===== src/rtl/verificador_pin_param.sv =====
// verificador_pin_param: PIN entry/verification FSM for the automatic cashier.
// Collects DIGITS BCD digits after card insertion, compares them against the
// stored PIN, counts failed attempts, warns before the last try and locks out.
// Optional feature macro: PIN_TIMEOUT_EN (inter-digit inactivity timeout).
module verificador_pin_param #(
   parameter int unsigned DIGITS       = 4,
   parameter int unsigned MAX_INTENTOS = 3,
   parameter int unsigned TIMEOUT_CYC  = 1000
) (
   input  logic                  clk,
   input  logic                  reset,
   input  logic                  tarjeta_recibida,
   input  logic                  digito_stb,
   input  logic [3:0]            digito,
   input  logic [4*DIGITS-1:0]   pin_correcto,
   input  logic                  desbloqueo,
   output logic                  pin_incorrecto,
   output logic                  advertencia,
   output logic                  bloqueo,
   output logic                  fin,
   output logic                  timeout
);

   localparam int unsigned PW = 4 * DIGITS;
   localparam int unsigned CW = 4;
   localparam int unsigned FW = 4;

   // Reject out-of-range configurations at elaboration time.
   if (DIGITS < 2 || DIGITS > 8 || MAX_INTENTOS < 2 || MAX_INTENTOS > 15 ||
       TIMEOUT_CYC < 1) begin : g_bad_params
      $error("verificador_pin_param: parameter out of range");
   end

   typedef enum logic [2:0] {
      IDLE,
      RECIBIENDO,
      VERIFICAR,
      TRANSACCION,
      BLOQUEO
   } state_t;

   state_t          state_q;
   logic [PW-1:0]   pin_q;
   logic [PW-1:0]   pin_d;
   logic [CW-1:0]   dcnt_q;
   logic [CW-1:0]   dcnt_d;
   logic [FW-1:0]   fail_q;
   logic [FW-1:0]   fail_d;
   logic            pin_incorrecto_q;
   logic            advertencia_q;
   logic            bloqueo_q;
   logic            fin_q;
   logic            digit_ok_c;
   logic            match_c;

`ifdef PIN_TIMEOUT_EN
   localparam int unsigned TW = $clog2(TIMEOUT_CYC + 1);
   logic [TW-1:0]   tmo_q;
   logic            timeout_q;
`endif

   // Datapath helpers: digit acceptance, shifted PIN, next counts, compare.
   always_comb begin
      digit_ok_c = digito_stb && (digito <= 4'd9);
      pin_d      = {pin_q[PW-5:0], digito};
      dcnt_d     = dcnt_q + CW'(1);
      fail_d     = (fail_q == FW'(MAX_INTENTOS)) ? fail_q : fail_q + FW'(1);
      match_c    = (pin_q == pin_correcto);
   end

   // Main FSM with registered outputs; pulses default low every cycle.
   always_ff @(posedge clk or posedge reset) begin
      if (reset) begin
         state_q          <= IDLE;
         pin_q            <= '0;
         dcnt_q           <= '0;
         fail_q           <= '0;
         pin_incorrecto_q <= 1'b0;
         advertencia_q    <= 1'b0;
         bloqueo_q        <= 1'b0;
         fin_q            <= 1'b0;
`ifdef PIN_TIMEOUT_EN
         tmo_q            <= '0;
         timeout_q        <= 1'b0;
`endif
      end else begin
         pin_incorrecto_q <= 1'b0;
         fin_q            <= 1'b0;
`ifdef PIN_TIMEOUT_EN
         timeout_q        <= 1'b0;
`endif
         case (state_q)
            IDLE: begin
               if (tarjeta_recibida) begin
                  state_q <= RECIBIENDO;
                  dcnt_q  <= '0;
                  pin_q   <= '0;
`ifdef PIN_TIMEOUT_EN
                  tmo_q   <= '0;
`endif
               end
            end
            RECIBIENDO: begin
               if (digit_ok_c) begin
                  pin_q  <= pin_d;
                  dcnt_q <= dcnt_d;
`ifdef PIN_TIMEOUT_EN
                  tmo_q  <= '0;
`endif
                  if (dcnt_d == CW'(DIGITS)) begin
                     state_q <= VERIFICAR;
                  end
               end
`ifdef PIN_TIMEOUT_EN
               // An accepted digit in the expiry cycle has priority over expiry.
               else if (tmo_q == TW'(TIMEOUT_CYC - 1)) begin
                  timeout_q <= 1'b1;
                  state_q   <= IDLE;
                  dcnt_q    <= '0;
                  pin_q     <= '0;
               end else begin
                  tmo_q <= tmo_q + TW'(1);
               end
`endif
            end
            VERIFICAR: begin
               if (match_c) begin
                  fail_q        <= '0;
                  advertencia_q <= 1'b0;
                  fin_q         <= 1'b1;
                  state_q       <= TRANSACCION;
               end else begin
                  pin_incorrecto_q <= 1'b1;
                  fail_q           <= fail_d;
                  if (fail_d == FW'(MAX_INTENTOS)) begin
                     state_q       <= BLOQUEO;
                     bloqueo_q     <= 1'b1;
                     advertencia_q <= 1'b0;
                  end else begin
                     if (fail_d == FW'(MAX_INTENTOS - 1)) begin
                        advertencia_q <= 1'b1;
                     end
                     state_q <= RECIBIENDO;
                     dcnt_q  <= '0;
                     pin_q   <= '0;
`ifdef PIN_TIMEOUT_EN
                     tmo_q   <= '0;
`endif
                  end
               end
            end
            TRANSACCION: begin
               state_q <= IDLE;
            end
            BLOQUEO: begin
               if (desbloqueo) begin
                  state_q   <= IDLE;
                  fail_q    <= '0;
                  bloqueo_q <= 1'b0;
               end
            end
            default: begin
               state_q <= IDLE;
            end
         endcase
      end
   end

   assign pin_incorrecto = pin_incorrecto_q;
   assign advertencia    = advertencia_q;
   assign bloqueo        = bloqueo_q;
   assign fin            = fin_q;
`ifdef PIN_TIMEOUT_EN
   assign timeout        = timeout_q;
`else
   assign timeout        = 1'b0;
`endif

endmodule

===== config.mk =====
export PLATFORM = sky130hd
export DESIGN_NAME = verificador_pin_param
export DESIGN_NICKNAME = d
export VERILOG_FILES = /design/src/rtl/verificador_pin_param.sv
export SDC_FILE = /design/constraint.sdc
export NUM_CORES = 1
export LEC_CHECK = 0
export ABC_AREA = 0
export BUFFER_PORTS_ARGS = -buffer_cell sky130_fd_sc_hd__buf_2
export CORE_MARGIN = 2
export CORE_UTILIZATION = 55
export DETAILED_ROUTE_END_ITERATION = 10
export GPL_ROUTABILITY_DRIVEN = 1
export HOLD_SLACK_MARGIN = 0.1
export PLACE_DENSITY = 0.81
export SLEW_MARGIN = 40
export SYNTH_ARGS = -nofsm -noshare
export SYNTH_HDL_FRONTEND = slang
export SYNTH_SLANG_ARGS = --single-unit

===== constraint.sdc =====
create_clock -name clk -period 2 [get_ports clk]
set_input_delay 0.4 -clock clk [delete_from_list [all_inputs] [get_ports clk]]
set_output_delay 0.4 -clock clk [all_outputs]
set_load 0.03 [all_outputs]

==> flow_metrics.py <==
metrics = {
    "worst_setup_path": {
        "worst_path_max_delay_cell": "dfrtp_1",
        "worst-setup-path-type": "reg -> reg",
        "worstPathArrival_ns": 2.14,
        "start_kind": "register",
        "ff2ff_setup_slack_ns": 0.08,
        "crit_required_ns": 2.21,
        "cp-end-kind": "register",
        "crit_fanout": 6,
        "critPathBufInv": 1,
        "ff2ff_path_depth": 7,
        "cp_cell_sequence": "ha_2, nor3b_2, or3_1, a22oi_2, buf_4, nand2b_1, a21o_1",
        "cp_top_family": "simple AND/OR/NAND/NOR gates",
        "regToRegStartpoint": "fail_q[0]",
        "critPathMaxStageDelay_ns": 0.43,
        "r2r_end": "state_q[0]",
    },
    "power_and_ir_drop": {
        "swShare": 0.4228,
        "peakVddDrop_uv": 747.3,
        "p_leak_nw": 0.9228,
        "p_int_w": 0.001458,
        "switchingPower_w": 0.001068,
        "p_clk_frac": 0.127,
        "p_seq_frac": 0.438,
        "power.total_w": 0.002526,
        "p_per_area_mw_per_mm2": 1207,
        "pwr-share-comb": 0.435,
    },
    "die": {
        "die_w_um": 61.71,
        "die_area_sq_mm": 0.003808,
        "dieHeight_um": 61.71,
        "core_sq_mm": 0.003103,
        "ios": 30,
        "initial_utilization": 0.5903,
        "fp-row-count": 20,
    },
    "yosys": {
        "syn_avg_cell_area_sq_um": 9.540,
        "synth.distinct_cells": 51,
        "syn_area_sq_mm": 0.001832,
        "ys_ff_latch": 31,
        "synth_nets": 221,
        "ys.flop_type": "dfrtp_1",
        "ys_seq_area_frac": 0.4235,
        "synthCells": 192,
        "synth_edf_count": 0,
        "yosysWarnings": 0,
        "async_flop_share": 1.000,
    },
    "sta": {
        "whs_ns": 0.1395,
        "hold_viol_final": 0,
        "period_needed_ns": 1.925,
        "fmax_mhz": 519.5,
        "slew_viol_final": 0,
        "max_slew.worst_pin.slew_ns": 0.5682,
        "fin_skew_ns": 0.009763,
        "grt_setup_unrepaired": "false",
        "post-route-period-util": 0.9625,
        "maxSlewHeadroom": 0.6212,
        "setup-violations-final": 0,
    },
    "placed_design": {
        "dp.cells": 263,
        "place_area_sq_mm": 0.002034,
        "dpl.hpwl_mm": 2.935,
        "place_congestion": 0.7897,
        "port_buffers": 28,
    },
    "global_route": {
        "grt_start_max_net_pins": 32,
        "grt_usage": 0.2409,
        "grt_pass1_wl_mm": 6.762,
        "grt_pass1_vias": 1505,
        "antenna_found_initial": 0,
        "grt_overflow": 0,
    },
    "clocking": {
        "cts_root_buffer": "clkbuf_4",
        "cts_tree": "yes",
        "h-tree-depth": 2,
        "cts_buffers": 5,
        "cts.sinks": 31,
        "max-clock-path-buffers": 2,
        "insertion_delay_ns": 0.32,
        "path_clk_slew_ns": 0.09,
    },
    "final_layout": {
        "multi_input_area_sq_um": 982.2,
        "drive_gt1_frac": 0.2345,
        "regArea_sq_um": 775.7,
        "syn_to_final_growth_pct": 14.21,
        "final-instance-count-excl-fill": 270,
        "layout_commonest_cell": "dfrtp_1",
        "most-common-layout-cells": "dfrtp_1, buf_2, nand2_1",
        "nets": 256,
        "fill_cells": 272,
        "design_area_sq_mm": 0.002092,
        "diodes": 0,
    },
    "routing": {
        "wl_mm": 4.057,
        "post_drt_wl_per_cell_um": 15.03,
        "drt_iter0_markers": 92,
        "vias_per_cell": 5.763,
        "drc": 0,
        "dr.pass1.iters": 4,
        "antenna_left": 0,
        "routed-via-count": 1556,
    },
    "flow_run": {
        "maxCapViolCount": 0,
    },
    "status": {
        "outcome": "completed",
    },
    "worst_hold_path": {
        "hp-class": "in -> async",
    },
}
sequential cells by signal (all words and copies together), names as in the netlist:
signal / cells
fin: 1
pin_incorrecto: 1
dcnt_q: 4
fail_q: 4
pin_q: 16
advertencia: 1
bloqueo: 1
state_q: 3
synthesized netlist by cell type, types with 2 or more instances:
master / number / area share
o21ai_1: 10 / 0.027
and3_1: 2 / 0.0068
dfrtp_1: 31 / 0.42
nand2_1: 26 / 0.053
xnor2_1: 16 / 0.077
a21o_1: 2 / 0.0082
buf_2: 3 / 0.0082
a21oi_1: 2 / 0.0055
a22oi_1: 17 / 0.070
o31ai_1: 3 / 0.012
nand3b_1: 3 / 0.012
a22o_1: 2 / 0.0096
and2_1: 2 / 0.0068
nor2_1: 7 / 0.014
nand3_1: 3 / 0.0082
nand4_1: 4 / 0.014
clkbuf_1: 3 / 0.0061
ha_1: 4 / 0.027
nor3b_2: 3 / 0.020
inv_1: 4 / 0.0082
o21ai_0: 12 / 0.033
buf_4: 4 / 0.016
area by class of cell:
| type | count | area share |
|---|---|---|
| multi-input combinational | 146 | 0.4695 |
| clock buffer | 6 | 0.01974 |
| inverter | 4 | 0.007177 |
| tap | 44 | 0.02632 |
| timing repair buffer | 39 | 0.1065 |
| sequential | 31 | 0.3708 |
per-layer routing:
layer / part of all wire / routed length (um) / up-vias / GRT usage
li1: - / - / 769 / -
met1: 0.45 / 1810 / 751 / 0.2961
met2: 0.51 / 2056 / 32 / 0.4180
met3: 0.039 / 160 / 4 / 0.06004
met4: 0.0071 / 29 / 0 / 0.07295
met5: 0 / 0 / - / 0
worst min-delay path, cell delays in order:
cell,delay (ns)
buf_2,0.09
inv_1,0.04
buf_4,0.35
worst max path at each step:
stage / start / end / slack, ns / cells past startpoint
6_report: fail_q[0] / state_q[0] / 0.08 / 7
5_1_grt: fail_q[0] / state_q[0] / 0.01 / 7
4_1_cts: fail_q[0] / state_q[0] / 0.01 / 7
3_5_place_dp: fail_q[0] / pin_q[15] / -0.06 / 6
3_3_place_gp: fail_q[0] / pin_q[15] / 0.09 / 6
2_1_floorplan: fail_q[0] / advertencia / 0.17 / 6
kinds of logic after synthesis:
kind of cell / Yosys count / share of synthesized area
AND/OR/NAND/NOR: 64 / 0.1974
AO/OA/AOI/OAI: 60 / 0.2227
flip-flops: 31 / 0.4235
XOR/XNOR: 16 / 0.07650
buffers and inverters: 15 / 0.04508
adder cells (fa/ha/maj): 4 / 0.02732
other: 1 / 0.002047
multiplexers: 1 / 0.005465
stage by stage:
stage | utilization | setup WS, ns | TNS (ns)
finish | 0.6742 | 0.07504 | 0
global route | 0.6742 | 0.009954 | 0
CTS | 0.6706 | 0.01194 | 0
detailed placement | 0.6556 | -0.06487 | -0.5962
global placement | 0.6556 | 0.08565 | 0
floorplan | - | 0.1745 | 0
repair_timing:
action,CTS,global route
endpoints found under the setup margin,18,9
pin swaps,0,1
gates resized for setup,1,4
setup buffers,0,1
hold buffers,0,0
power groups by stage:
stage	registers (W)	logic, W	clock network (W)
finish	0.00111	0.00110	0.000320
global route	0.00114	0.00122	0.000359
CTS	0.00110	0.00107	0.000336
detailed placement	0.00111	0.00105	0
global placement	0.00109	0.00100	0
floorplan	0.00105	0.000841	0
Note: power is estimated with default switching activity, not from simulation.
